[config.mk]
export PLATFORM = sky130hd
export DESIGN_NAME = hpdcache_mem_req_read_rr_credit_arbiter_flat
export DESIGN_NICKNAME = d
export VERILOG_FILES = /design/src/rtl/hpdcache_mem_req_read_rr_credit_arbiter_pkg.sv /design/src/rtl/hpdcache_mem_req_read_rr_credit_arbiter_if.sv /design/src/rtl/hpdcache_rrarb_lock.sv /design/src/rtl/hpdcache_mem_req_read_rr_credit_arbiter.sv /design/src/flat_wrapper.sv
export SDC_FILE = /design/constraint.sdc
export NUM_CORES = 1
export LEC_CHECK = 0
export BUFFER_PORTS_ARGS = -buffer_cell sky130_fd_sc_hd__buf_2
export CORE_MARGIN = 2
export CORE_UTILIZATION = 45
export DETAILED_ROUTE_END_ITERATION = 7
export GPL_ROUTABILITY_DRIVEN = 0
export PLACE_DENSITY_LB_ADDON = 0.1
export SYNTH_ARGS = -nofsm -noshare
export SYNTH_HDL_FRONTEND = slang
export SYNTH_SLANG_ARGS = --single-unit
[constraint.sdc]
create_clock -name clk_i -period 3.45 [get_ports clk_i]
set_input_delay 0.69 -clock clk_i [delete_from_list [all_inputs] [get_ports clk_i]]
set_output_delay 0.69 -clock clk_i [all_outputs]
set_load 0.05 [all_outputs]
[src/rtl/hpdcache_mem_req_read_rr_credit_arbiter_pkg.sv]
// Shared definitions for the credit-limited round-robin read request arbiter.
package hpdcache_mem_req_read_rr_credit_arbiter_pkg;

    typedef enum logic {
        ARB_ST  = 1'b0,
        HOLD_ST = 1'b1
    } arb_state_e;

    // Index width never collapses to zero, even for a single requester.
    function automatic int unsigned idx_width(input int unsigned n);
        return (n > 1) ? $clog2(n) : 1;
    endfunction

    function automatic int unsigned cnt_width(input int unsigned max_out);
        return $clog2(max_out + 1);
    endfunction

endpackage

[src/rtl/hpdcache_mem_req_read_rr_credit_arbiter_if.sv]
// Read request channel bundle: N requester-side handshakes plus the single downstream port.
interface hpdcache_mem_req_read_rr_credit_arbiter_if #(
    parameter int unsigned N                  = 2,
    parameter type         hpdcache_mem_req_t = logic
);

    logic [N-1:0]      mem_req_read_valid_i;
    logic [N-1:0]      mem_req_read_ready_o;
    hpdcache_mem_req_t mem_req_read_i [N];
    logic              mem_req_read_ready_i;
    logic              mem_req_read_valid_o;
    hpdcache_mem_req_t mem_req_read_o;

    modport slave (
        input  mem_req_read_valid_i,
        input  mem_req_read_i,
        input  mem_req_read_ready_i,
        output mem_req_read_ready_o,
        output mem_req_read_valid_o,
        output mem_req_read_o
    );

    modport master (
        output mem_req_read_valid_i,
        output mem_req_read_i,
        output mem_req_read_ready_i,
        input  mem_req_read_ready_o,
        input  mem_req_read_valid_o,
        input  mem_req_read_o
    );

endinterface

[src/rtl/hpdcache_rrarb_lock.sv]
// Round-robin priority search with a grant lock held while the downstream stalls.
module hpdcache_rrarb_lock
    import hpdcache_mem_req_read_rr_credit_arbiter_pkg::*;
#(
    parameter int unsigned N = 2
) (
    input  logic         clk_i,
    input  logic         rst_i,
    input  logic [N-1:0] req,
    input  logic         ready,
    output logic [N-1:0] gnt_c,
    output logic         valid_c
);

    localparam int unsigned IW = idx_width(N);

    arb_state_e      state_q, state_d;
    logic [IW-1:0]   lock_idx_q, lock_idx_d;
    logic [IW-1:0]   rr_ptr_q, rr_ptr_d;
    logic            search_hit;
    logic [IW-1:0]   search_idx;
    logic [IW-1:0]   gnt_idx;
    int unsigned     j;

    // First requesting index at or after rr_ptr, wrapping modulo N.
    always_comb begin
        search_hit = 1'b0;
        search_idx = '0;
        j          = 0;
        for (int unsigned k = 0; k < N; k++) begin
            j = (32'(rr_ptr_q) + k) % N;
            if (!search_hit && req[IW'(j)]) begin
                search_hit = 1'b1;
                search_idx = IW'(j);
            end
        end
    end

    always_comb begin
        state_d    = state_q;
        lock_idx_d = lock_idx_q;
        rr_ptr_d   = rr_ptr_q;
        valid_c    = 1'b0;
        gnt_idx    = '0;
        gnt_c      = '0;

        case (state_q)
            ARB_ST: begin
                valid_c = search_hit;
                gnt_idx = search_idx;
                if (search_hit && !ready) begin
                    state_d    = HOLD_ST;
                    lock_idx_d = search_idx;
                end
            end
            HOLD_ST: begin
                // Requester must keep its request up, so the grant is simply replayed.
                valid_c = 1'b1;
                gnt_idx = lock_idx_q;
                if (ready) begin
                    state_d = ARB_ST;
                end
            end
            default: state_d = ARB_ST;
        endcase

        for (int unsigned i = 0; i < N; i++) begin
            gnt_c[i] = valid_c && (gnt_idx == IW'(i));
        end

        if (valid_c && ready) begin
            rr_ptr_d = (gnt_idx == IW'(N - 1)) ? '0 : gnt_idx + IW'(1);
        end
    end

    always_ff @(posedge clk_i) begin
        if (rst_i) begin
            state_q    <= ARB_ST;
            lock_idx_q <= '0;
            rr_ptr_q   <= '0;
        end else begin
            state_q    <= state_d;
            lock_idx_q <= lock_idx_d;
            rr_ptr_q   <= rr_ptr_d;
        end
    end

endmodule

[src/rtl/hpdcache_mem_req_read_rr_credit_arbiter.sv]
// Memory read request arbiter: round-robin with lock on stall, per-requester outstanding-read credits.
module hpdcache_mem_req_read_rr_credit_arbiter
    import hpdcache_mem_req_read_rr_credit_arbiter_pkg::*;
#(
    parameter int unsigned N                  = 2,
    parameter int unsigned MAX_OUTSTANDING    = 4,
    parameter type         hpdcache_mem_req_t = logic
) (
    input  logic                                   clk_i,
    input  logic                                   rst_i,
    hpdcache_mem_req_read_rr_credit_arbiter_if.slave mem_req,
    output logic [idx_width(N)-1:0]                gnt_index_o,
    input  logic                                   rsp_done_i,
    input  logic [idx_width(N)-1:0]                rsp_index_i,
    output logic [N-1:0]                           credit_full_o,
    output logic                                   credit_err_o
);

    localparam int unsigned IW = idx_width(N);
    localparam int unsigned CW = cnt_width(MAX_OUTSTANDING);

    logic [CW-1:0]     cnt_q [N];
    logic [CW-1:0]     cnt_d [N];
    logic              err_q, err_d;
    logic [N-1:0]      eligible;
    logic [N-1:0]      gnt_oh;
    logic              arb_valid;
    logic              xfer;
    logic [IW-1:0]     gnt_idx;
    hpdcache_mem_req_t sel_req;
    logic              rsp_bad;
    logic              inc, hit, dec;

    // Eligibility only sees registered credits, so a release never reaches the request path.
    always_comb begin
        for (int unsigned i = 0; i < N; i++) begin
            eligible[i] = mem_req.mem_req_read_valid_i[i] && (cnt_q[i] < CW'(MAX_OUTSTANDING));
        end
    end

    hpdcache_rrarb_lock #(
        .N (N)
    ) u_rrarb (
        .clk_i   (clk_i),
        .rst_i   (rst_i),
        .req     (eligible),
        .ready   (mem_req.mem_req_read_ready_i),
        .gnt_c   (gnt_oh),
        .valid_c (arb_valid)
    );

    always_comb begin
        gnt_idx = '0;
        for (int unsigned i = 0; i < N; i++) begin
            if (gnt_oh[i]) begin
                gnt_idx = gnt_idx | IW'(i);
            end
        end
    end

    assign sel_req                      = mem_req.mem_req_read_i[gnt_idx];
    assign xfer                         = arb_valid && mem_req.mem_req_read_ready_i;
    assign mem_req.mem_req_read_valid_o = arb_valid;
    assign mem_req.mem_req_read_o       = sel_req;
    assign mem_req.mem_req_read_ready_o = gnt_oh & {N{mem_req.mem_req_read_ready_i}};
    assign gnt_index_o                  = gnt_idx;
    assign credit_err_o                 = err_q;

    // Credit counters: a release on an empty counter or an unknown index is ignored and flagged.
    always_comb begin
        err_d   = err_q;
        rsp_bad = rsp_done_i && (32'(rsp_index_i) >= N);
        inc     = 1'b0;
        hit     = 1'b0;
        dec     = 1'b0;
        for (int unsigned i = 0; i < N; i++) begin
            cnt_d[i] = cnt_q[i];
            inc      = xfer && gnt_oh[i];
            hit      = rsp_done_i && (rsp_index_i == IW'(i));
            dec      = hit && (cnt_q[i] != '0);
            if (hit && (cnt_q[i] == '0)) begin
                rsp_bad = 1'b1;
            end
            if (inc && !dec) begin
                cnt_d[i] = cnt_q[i] + CW'(1);
            end else if (dec && !inc) begin
                cnt_d[i] = cnt_q[i] - CW'(1);
            end
        end
        if (rsp_bad) begin
            err_d = 1'b1;
        end
    end

    always_comb begin
        for (int unsigned i = 0; i < N; i++) begin
            credit_full_o[i] = (cnt_q[i] == CW'(MAX_OUTSTANDING));
        end
    end

    always_ff @(posedge clk_i) begin
        if (rst_i) begin
            cnt_q <= '{default: '0};
            err_q <= 1'b0;
        end else begin
            cnt_q <= cnt_d;
            err_q <= err_d;
        end
    end

endmodule
[src/flat_wrapper.sv]
// flat-port wrapper written by rule: the top's interface ports become plain ports
module hpdcache_mem_req_read_rr_credit_arbiter_flat import hpdcache_mem_req_read_rr_credit_arbiter_pkg::*;
#(
    parameter int unsigned N                  = 2,
    parameter int unsigned MAX_OUTSTANDING    = 4,
    parameter type         hpdcache_mem_req_t = logic
)
  (clk_i, rst_i, gnt_index_o, rsp_done_i, rsp_index_i, credit_full_o, credit_err_o, mem_req_mem_req_read_valid_i, mem_req_mem_req_read_i, mem_req_mem_req_read_ready_i, mem_req_mem_req_read_ready_o, mem_req_mem_req_read_valid_o, mem_req_mem_req_read_o);
  hpdcache_mem_req_read_rr_credit_arbiter_if #(.N(N), .hpdcache_mem_req_t(hpdcache_mem_req_t)) mem_req_i ();
  input  logic clk_i;
  input  logic rst_i;
  output logic [idx_width(N)-1:0] gnt_index_o;
  input  logic rsp_done_i;
  input  logic [idx_width(N)-1:0] rsp_index_i;
  output logic [N-1:0] credit_full_o;
  output logic credit_err_o;
  input wire logic [$bits(mem_req_i.mem_req_read_valid_i)-1:0] mem_req_mem_req_read_valid_i;
  input wire logic [$bits(mem_req_i.mem_req_read_i)-1:0] mem_req_mem_req_read_i;
  input wire logic [$bits(mem_req_i.mem_req_read_ready_i)-1:0] mem_req_mem_req_read_ready_i;
  output wire logic [$bits(mem_req_i.mem_req_read_ready_o)-1:0] mem_req_mem_req_read_ready_o;
  output wire logic [$bits(mem_req_i.mem_req_read_valid_o)-1:0] mem_req_mem_req_read_valid_o;
  output wire logic [$bits(mem_req_i.mem_req_read_o)-1:0] mem_req_mem_req_read_o;
  assign mem_req_i.mem_req_read_valid_i = mem_req_mem_req_read_valid_i;
  assign mem_req_i.mem_req_read_i = {>>{mem_req_mem_req_read_i}};
  assign mem_req_i.mem_req_read_ready_i = mem_req_mem_req_read_ready_i;
  assign mem_req_mem_req_read_ready_o = mem_req_i.mem_req_read_ready_o;
  assign mem_req_mem_req_read_valid_o = mem_req_i.mem_req_read_valid_o;
  assign mem_req_mem_req_read_o = mem_req_i.mem_req_read_o;
  hpdcache_mem_req_read_rr_credit_arbiter #(.N(N), .MAX_OUTSTANDING(MAX_OUTSTANDING), .hpdcache_mem_req_t(hpdcache_mem_req_t)) u_core (.clk_i(clk_i), .rst_i(rst_i), .mem_req(mem_req_i), .gnt_index_o(gnt_index_o), .rsp_done_i(rsp_done_i), .rsp_index_i(rsp_index_i), .credit_full_o(credit_full_o), .credit_err_o(credit_err_o));
endmodule
==> After elaboration in Yosys (flattened, before gate mapping) <==
Cells that the tools add are included.
{ "word_totals": {"output_inout_bits": 8, "in_bits": 9, "wordCells": 80, "reg_bits": 10} }
{ "op_classes": {"order_cmp": 5, "n_bitwise": 5, "n_reduce_logical": 32, "addsub": 6, "eq_ne": 2, "mux": 24} }
{ "op_table": {"columns": ["op", "count"], "rows": [
  ["1-bit logical AND", 19],
  ["1-bit 2-to-1 mux", 17],
  ["3-bit 2-to-1 mux", 4],
  ["3-bit by 1-bit adder with 3-bit output (second input constant)", 2],
  ["3-bit equality test (second input constant)", 2],
  ["1-bit zero test", 6],
  ["3-bit zero test", 2],
  ["3-bit less-than comparator (second input constant)", 2],
  ["1-bit case mux with 2 select lines", 3],
  ["3-bit nonzero test", 2],
  ["3-bit by 1-bit subtractor with 3-bit output (second input constant)", 2],
  ["1-bit by 2-bit less-than comparator with 1-bit output (second input constant)", 2],
  ["2-bit nonzero test", 2],
  ["1-bit inverter", 3],
  ["1-bit adder (second input constant)", 2],
  ["2-bit bitwise AND", 1],
  ["2-bit greater-or-equal comparator (second input constant)", 1],
  ["1-bit inverter with 2-bit output", 1],
  ["2-bit AND reduction", 1]
]} }

==> Depth between registers and ports, before layout <==
{ "logic_depth": {"depth_word": 16, "depth_mapped": 9} }

==> Hierarchy <==
From an unflattened synthesis, not the netlist that was laid out.
{ "unflattened": {"cells_unflattened": 66, "hier_area_um2": 591.8} }
{ "by_module_without_submodules": {"columns": ["mod", "area_per_inst_um2", "cells_per_inst", "n_inst"], "rows": [
  ["hpdcache_mem_req_read_rr_credit_arbiter", 429.2, 46, 1],
  ["hpdcache_rrarb_lock", 162.7, 20, 1]
]} }

==> Worst setup path after synthesis <==
OpenSTA, ideal clock, no wires.
{ "synth_timing": {"path_type": "input to output", "from": "input mem_req_mem_req_read_valid_i[0]", "to": "output mem_req_mem_req_read_ready_o[0]", "slack_ns": 0.707, "arrival_ns": 2.053, "required_ns": 2.760, "path_buffers": 0, "path_stages": 3, "cell_sequence": "or3b_4 > a22o_4 > nor2_1"} }
{ "synth_between": {"elab_chain_cells": 11, "word_cells_on_any_way": 16, "cone_classes": "10 x mux; 2 x bitwise; 4 x reduce/logical"} }
{ "synth_lines": {"columns": ["element", "line_no", "text"], "rows": [
  ["from (decl)", "flat_wrapper.sv:17", "input wire logic [$bits(mem_req_i.mem_req_read_valid_i)-1:0] mem_req_mem_req_read_valid_i;"],
  ["1-bit logical AND *", "hpdcache_mem_req_read_rr_credit_arbiter.sv:37", "eligible[i] = mem_req.mem_req_read_valid_i[i] && (cnt_q[i] < CW'(MAX_OUTSTANDING));"],
  ["1-bit 2-to-1 mux (implied by the code) (2 in series)", "hpdcache_rrarb_lock.sv:32", "if (!search_hit && req[IW'(j)]) begin"],
  ["1-bit 2-to-1 mux", "hpdcache_rrarb_lock.sv:32", null],
  ["1-bit zero test", "hpdcache_rrarb_lock.sv:32", null],
  ["1-bit logical AND", "hpdcache_rrarb_lock.sv:32", null],
  ["1-bit 2-to-1 mux", "hpdcache_rrarb_lock.sv:32", null],
  ["1-bit case mux with 2 select lines", "hpdcache_rrarb_lock.sv:47", "case (state_q)"],
  ["1-bit inverter", "hpdcache_rrarb_lock.sv:68", "gnt_c[i] = valid_c && (gnt_idx == IW'(i));"],
  ["1-bit logical AND *", "hpdcache_rrarb_lock.sv:68", null],
  ["2-bit bitwise AND *", "hpdcache_mem_req_read_rr_credit_arbiter.sv:65", "assign mem_req.mem_req_read_ready_o = gnt_oh & {N{mem_req.mem_req_read_ready_i}};"],
  ["to (decl)", "flat_wrapper.sv:20", "output wire logic [$bits(mem_req_i.mem_req_read_ready_o)-1:0] mem_req_mem_req_read_ready_o;"]
]} }
Mark *: on every way between the ends. The rest lies on a longest branch, timed or not. The select of a mux whose other input is x is not followed.

==> Worst setup path in the final report <==
{ "layout_timing": {"from": "input mem_req_mem_req_read_valid_i[0]", "to": "output mem_req_mem_req_read_o"} }
{ "layout_between": {"elab_chain_cells": 14, "word_cells_on_any_way": 19, "cone_classes": "14 x mux; 1 x bitwise; 4 x reduce/logical"} }
{ "layout_lines": {"columns": ["element", "line_no", "text"], "rows": [
  ["1-bit logical AND *", "hpdcache_mem_req_read_rr_credit_arbiter.sv:37", null],
  ["1-bit 2-to-1 mux (implied by the code) (2 in series)", "hpdcache_rrarb_lock.sv:32", null],
  ["1-bit 2-to-1 mux", "hpdcache_rrarb_lock.sv:32", null],
  ["1-bit zero test", "hpdcache_rrarb_lock.sv:32", null],
  ["1-bit logical AND", "hpdcache_rrarb_lock.sv:32", null],
  ["1-bit 2-to-1 mux", "hpdcache_rrarb_lock.sv:32", null],
  ["1-bit case mux with 2 select lines", "hpdcache_rrarb_lock.sv:47", null],
  ["1-bit logical AND *", "hpdcache_rrarb_lock.sv:68", null],
  ["1-bit 2-to-1 mux *", "hpdcache_mem_req_read_rr_credit_arbiter.sv:55", "if (gnt_oh[i]) begin"],
  ["1-bit inverter with 2-bit output (implied by the code) *", "hpdcache_mem_req_read_rr_credit_arbiter.sv:61", "assign sel_req = mem_req.mem_req_read_i[gnt_idx];"],
  ["1-bit 2-to-1 mux (implied by the code) * (3 in series)", "hpdcache_mem_req_read_rr_credit_arbiter.sv:61", null],
  ["to (decl)", "flat_wrapper.sv:22", "output wire logic [$bits(mem_req_i.mem_req_read_o)-1:0] mem_req_mem_req_read_o;"]
]} }
Marked as above.

==> summary.txt <==
Setup path
  • Crit path buffers/inverters: 2
  • Worst stage delay on the critical path: 380 ps
  • Required arrival time at the worst endpoint: 2760 ps
  • Sort of element at the start of the critical path: input pin
  • Crit-path max FO: 6
  • Critical path's slowest cell: sky130_fd_sc_hd__or3b_4
  • Classification of the worst setup path: input pin to output pin
  • Top delay family on crit path: simple AND/OR/NAND/NOR gates
  • Critical path endpoint category: output pin
  • Cells along the critical path: buf_2 -> or3b_4 -> a22o_4 -> mux2_4 -> buf_2
  • Arrival time reported for the critical path endpoint: 1920 ps
  • Most Frequent Cell on Critical Path: sky130_fd_sc_hd__buf_2

STA
  • Final worst clock skew: 13.5 ps
  • Count of endpoints failing setup in the final report: 0
  • Final TNS setup: 0 ps
  • Worst rel slew slack: 64.6%
  • Count of final hold-check violations: 0
  • Hold Worst Slack: 450 ps
  • Final critical-path share of the clock period: 75.7%
  • Worst slew pin tran: 527 ps
  • Peak Freq: 0.383 GHz
  • RSZ-0062 raised after global routing: false
  • Number of max-slew violations in the final report: 0
  • Fin crit period: 2610 ps

Cells and area
  • Antenna diodes: 0
  • Most common cell after layout, fill and taps aside: sky130_fd_sc_hd__buf_2
  • Final net count: 98
  • Ratio of cells with drive above 1 in the final layout: 26.5%
  • Area growth from synthesis to final layout: 19.5%
  • Highest-count cells in the layout ignoring fill and taps: sky130_fd_sc_hd__buf_2, sky130_fd_sc_hd__dfxtp_1, sky130_fd_sc_hd__nor2_1

Route
  • Routed Wire Length: 1.12 mm
  • DR vias/cell: 5.30
  • Iteration-0 DRC count of the detailed router: 4
  • Detailed Routing Iterations Pass 1: 2
  • Antenna Nets Post-Route: 0
  • Detailed-route DRC error count: 0
  • Routed length per placed instance: 11.4 um
  • Vias: 519

GRT
  • First-pass GRT wire length: 1.82 mm
  • Global route total overflow: 0
  • Largest net degree at the start of global routing: 11
  • Antenna violations before repair: 0
  • Vias in the first global route: 456
  • Total routing resource utilization after global routing: 17.6%

Power and ir drop
  • Leak pwr: 0.341 nW
  • Maximum resistive drop on vdd: 482 uV
  • Pwr per Cell Area: 850 nW/um^2

Floorplan
  • Starting density of the core: 47.0%
  • Total I/O pin count: 17
  • Die Area: 1650 um^2
  • Vert. Die Dim: 40.6 um
  • Die Span X: 40.6 um
  • Core Region: 1280 um^2
  • Row count: 13

Synthesis
  • Number of warnings issued by yosys: 0
  • Proportion of synthesized chip area in sequential cells: 33.1%
  • Synth cell types: 27
  • Cells after synthesis: 65
  • Syn Area/Cell: 9.30 um^2
  • Combined area of all synthesized cells: 604 um^2
  • FF+latch count, synth: 10
  • Post-synthesis net count: 78

CTS
  • Total number of clock tree sinks: 10
  • CTS tree: done
  • Clock Tree Root: sky130_fd_sc_hd__clkbuf_4
  • Later-pin clock latency in the skew report: 260 ps
  • Clock slew at reported path FFs: 60 ps
  • H-Tree Depth: 1
  • Setup fix buffers added after clock tree synthesis: 0
  • CTS Buffer Depth: 2
  • TritonCTS Buffers: 3
  • Number of buffers added to fix hold violations after cts: 0
  • PostCTS Resize Cnt: 0

Min path
  • Worst hold path type: flip-flop to flip-flop

Placement
  • Post-DP HPWL: 875 um
  • IO Port Bufs: 16

Job
  • Max-capacitance violation count: 0

Status
  • Run status: completed
-- cells in the mapped netlist --
cell | n | area share [%]
sky130_fd_sc_hd__nand3_1 | 2 | 1.7
sky130_fd_sc_hd__nor4b_1 | 1 | 1.4
sky130_fd_sc_hd__o41ai_1 | 1 | 1.4
sky130_fd_sc_hd__a22o_4 | 1 | 2.9
sky130_fd_sc_hd__and2_1 | 1 | 1.0
sky130_fd_sc_hd__ha_1 | 2 | 4.1
sky130_fd_sc_hd__o211a_1 | 1 | 1.7
sky130_fd_sc_hd__o21ai_0 | 4 | 3.3
sky130_fd_sc_hd__nor2b_1 | 3 | 3.1
sky130_fd_sc_hd__o31ai_1 | 1 | 1.2
sky130_fd_sc_hd__dfxtp_1 | 10 | 33
sky130_fd_sc_hd__a21oi_1 | 3 | 2.5
sky130_fd_sc_hd__clkbuf_1 | 1 | 0.62
sky130_fd_sc_hd__inv_1 | 5 | 3.1
sky130_fd_sc_hd__o311ai_0 | 2 | 2.9
sky130_fd_sc_hd__or3_1 | 3 | 3.1
sky130_fd_sc_hd__xor2_1 | 4 | 5.8
sky130_fd_sc_hd__or3b_4 | 1 | 1.9
sky130_fd_sc_hd__mux2_4 | 1 | 2.5
sky130_fd_sc_hd__o21a_1 | 1 | 1.2
sky130_fd_sc_hd__a31oi_1 | 1 | 1.0
sky130_fd_sc_hd__nor2_1 | 7 | 4.3
sky130_fd_sc_hd__and2b_1 | 1 | 1.2
sky130_fd_sc_hd__nor4_1 | 1 | 1.0
sky130_fd_sc_hd__mux2i_1 | 2 | 3.3
sky130_fd_sc_hd__nor3b_1 | 3 | 3.7
sky130_fd_sc_hd__fa_1 | 2 | 6.6
-- routing by layer --
metal | GRT usage (%) | wire, um
met5 | 0 | 0
met4 | 7.50 | 0
met3 | 8.15 | 79
met2 | 29.8 | 516
met1 | 18.6 | 524
-- worst paths after layout --
path / start / end / slack (ps) / cells after the start
worst min-delay path: u_core.credit_err_o / u_core.credit_err_o / 450 / 2
worst min register to register: u_core.credit_err_o / u_core.credit_err_o / 450 / 2
worst max-delay path: mem_req_mem_req_read_valid_i[0] / mem_req_mem_req_read_o / 840 / 5
worst max register to register: u_core.cnt_q[5] / u_core.cnt_q[5] / 1010 / 9
-- per-stage QoR --
stage	utilization, %	instances	total power, mW	setup WS (ps)	cell area, um^2
after floorplan	-	65	0.472	707	604
after global placement	54.4	95	0.534	616	699
after detailed placement	54.4	95	0.538	607	699
after CTS	56.2	98	0.622	830	722
after global routing	56.2	98	0.662	811	722
final	56.2	98	0.613	837	722
-- sequential cells by signal, indices dropped and copies added, names as in the netlist --
| register | cells |
|---|---|
| u_core.credit_err_o | 1 |
| u_core.u_rrarb.rr_ptr_q | 1 |
| u_core.u_rrarb.lock_idx_q | 1 |
| u_core.cnt_q | 6 |
| u_core.u_rrarb.state_q | 1 |
-- layout make-up --
cell class	count	area, um^2
clock buffer	3	22.5
sequential	10	200
fill	129	563
timing repair buffer	16	80.1
inverter	5	18.8
tap	15	18.8
multi-input combinational	49	382
-- worst min-delay path: stages (launching register included) --
cell and delay [ps]:
sky130_fd_sc_hd__dfxtp_1 310, sky130_fd_sc_hd__inv_1 50, sky130_fd_sc_hd__a21oi_1 50
-- power breakdown --
group	leakage (nW)	switching, mW	internal [mW]	total [mW]
logic	0.245	0.195	0.130	0.325
registers	0.0824	0.0549	0.155	0.210
clock network	0.0138	0.0380	0.0401	0.0781
-- cell families after synthesis --
family	count (synthesis)	synth area share (%)
and+or+nand+nor	23	22.6
AOI/OAI and AO/OA	15	18.2
DFF	10	33.1
buffers and inverters	6	3.73
xor gates and xnor gates	4	5.80
adders and majority gates	4	10.8
muxes	3	5.80
Power figures use the tool's default switching activity.
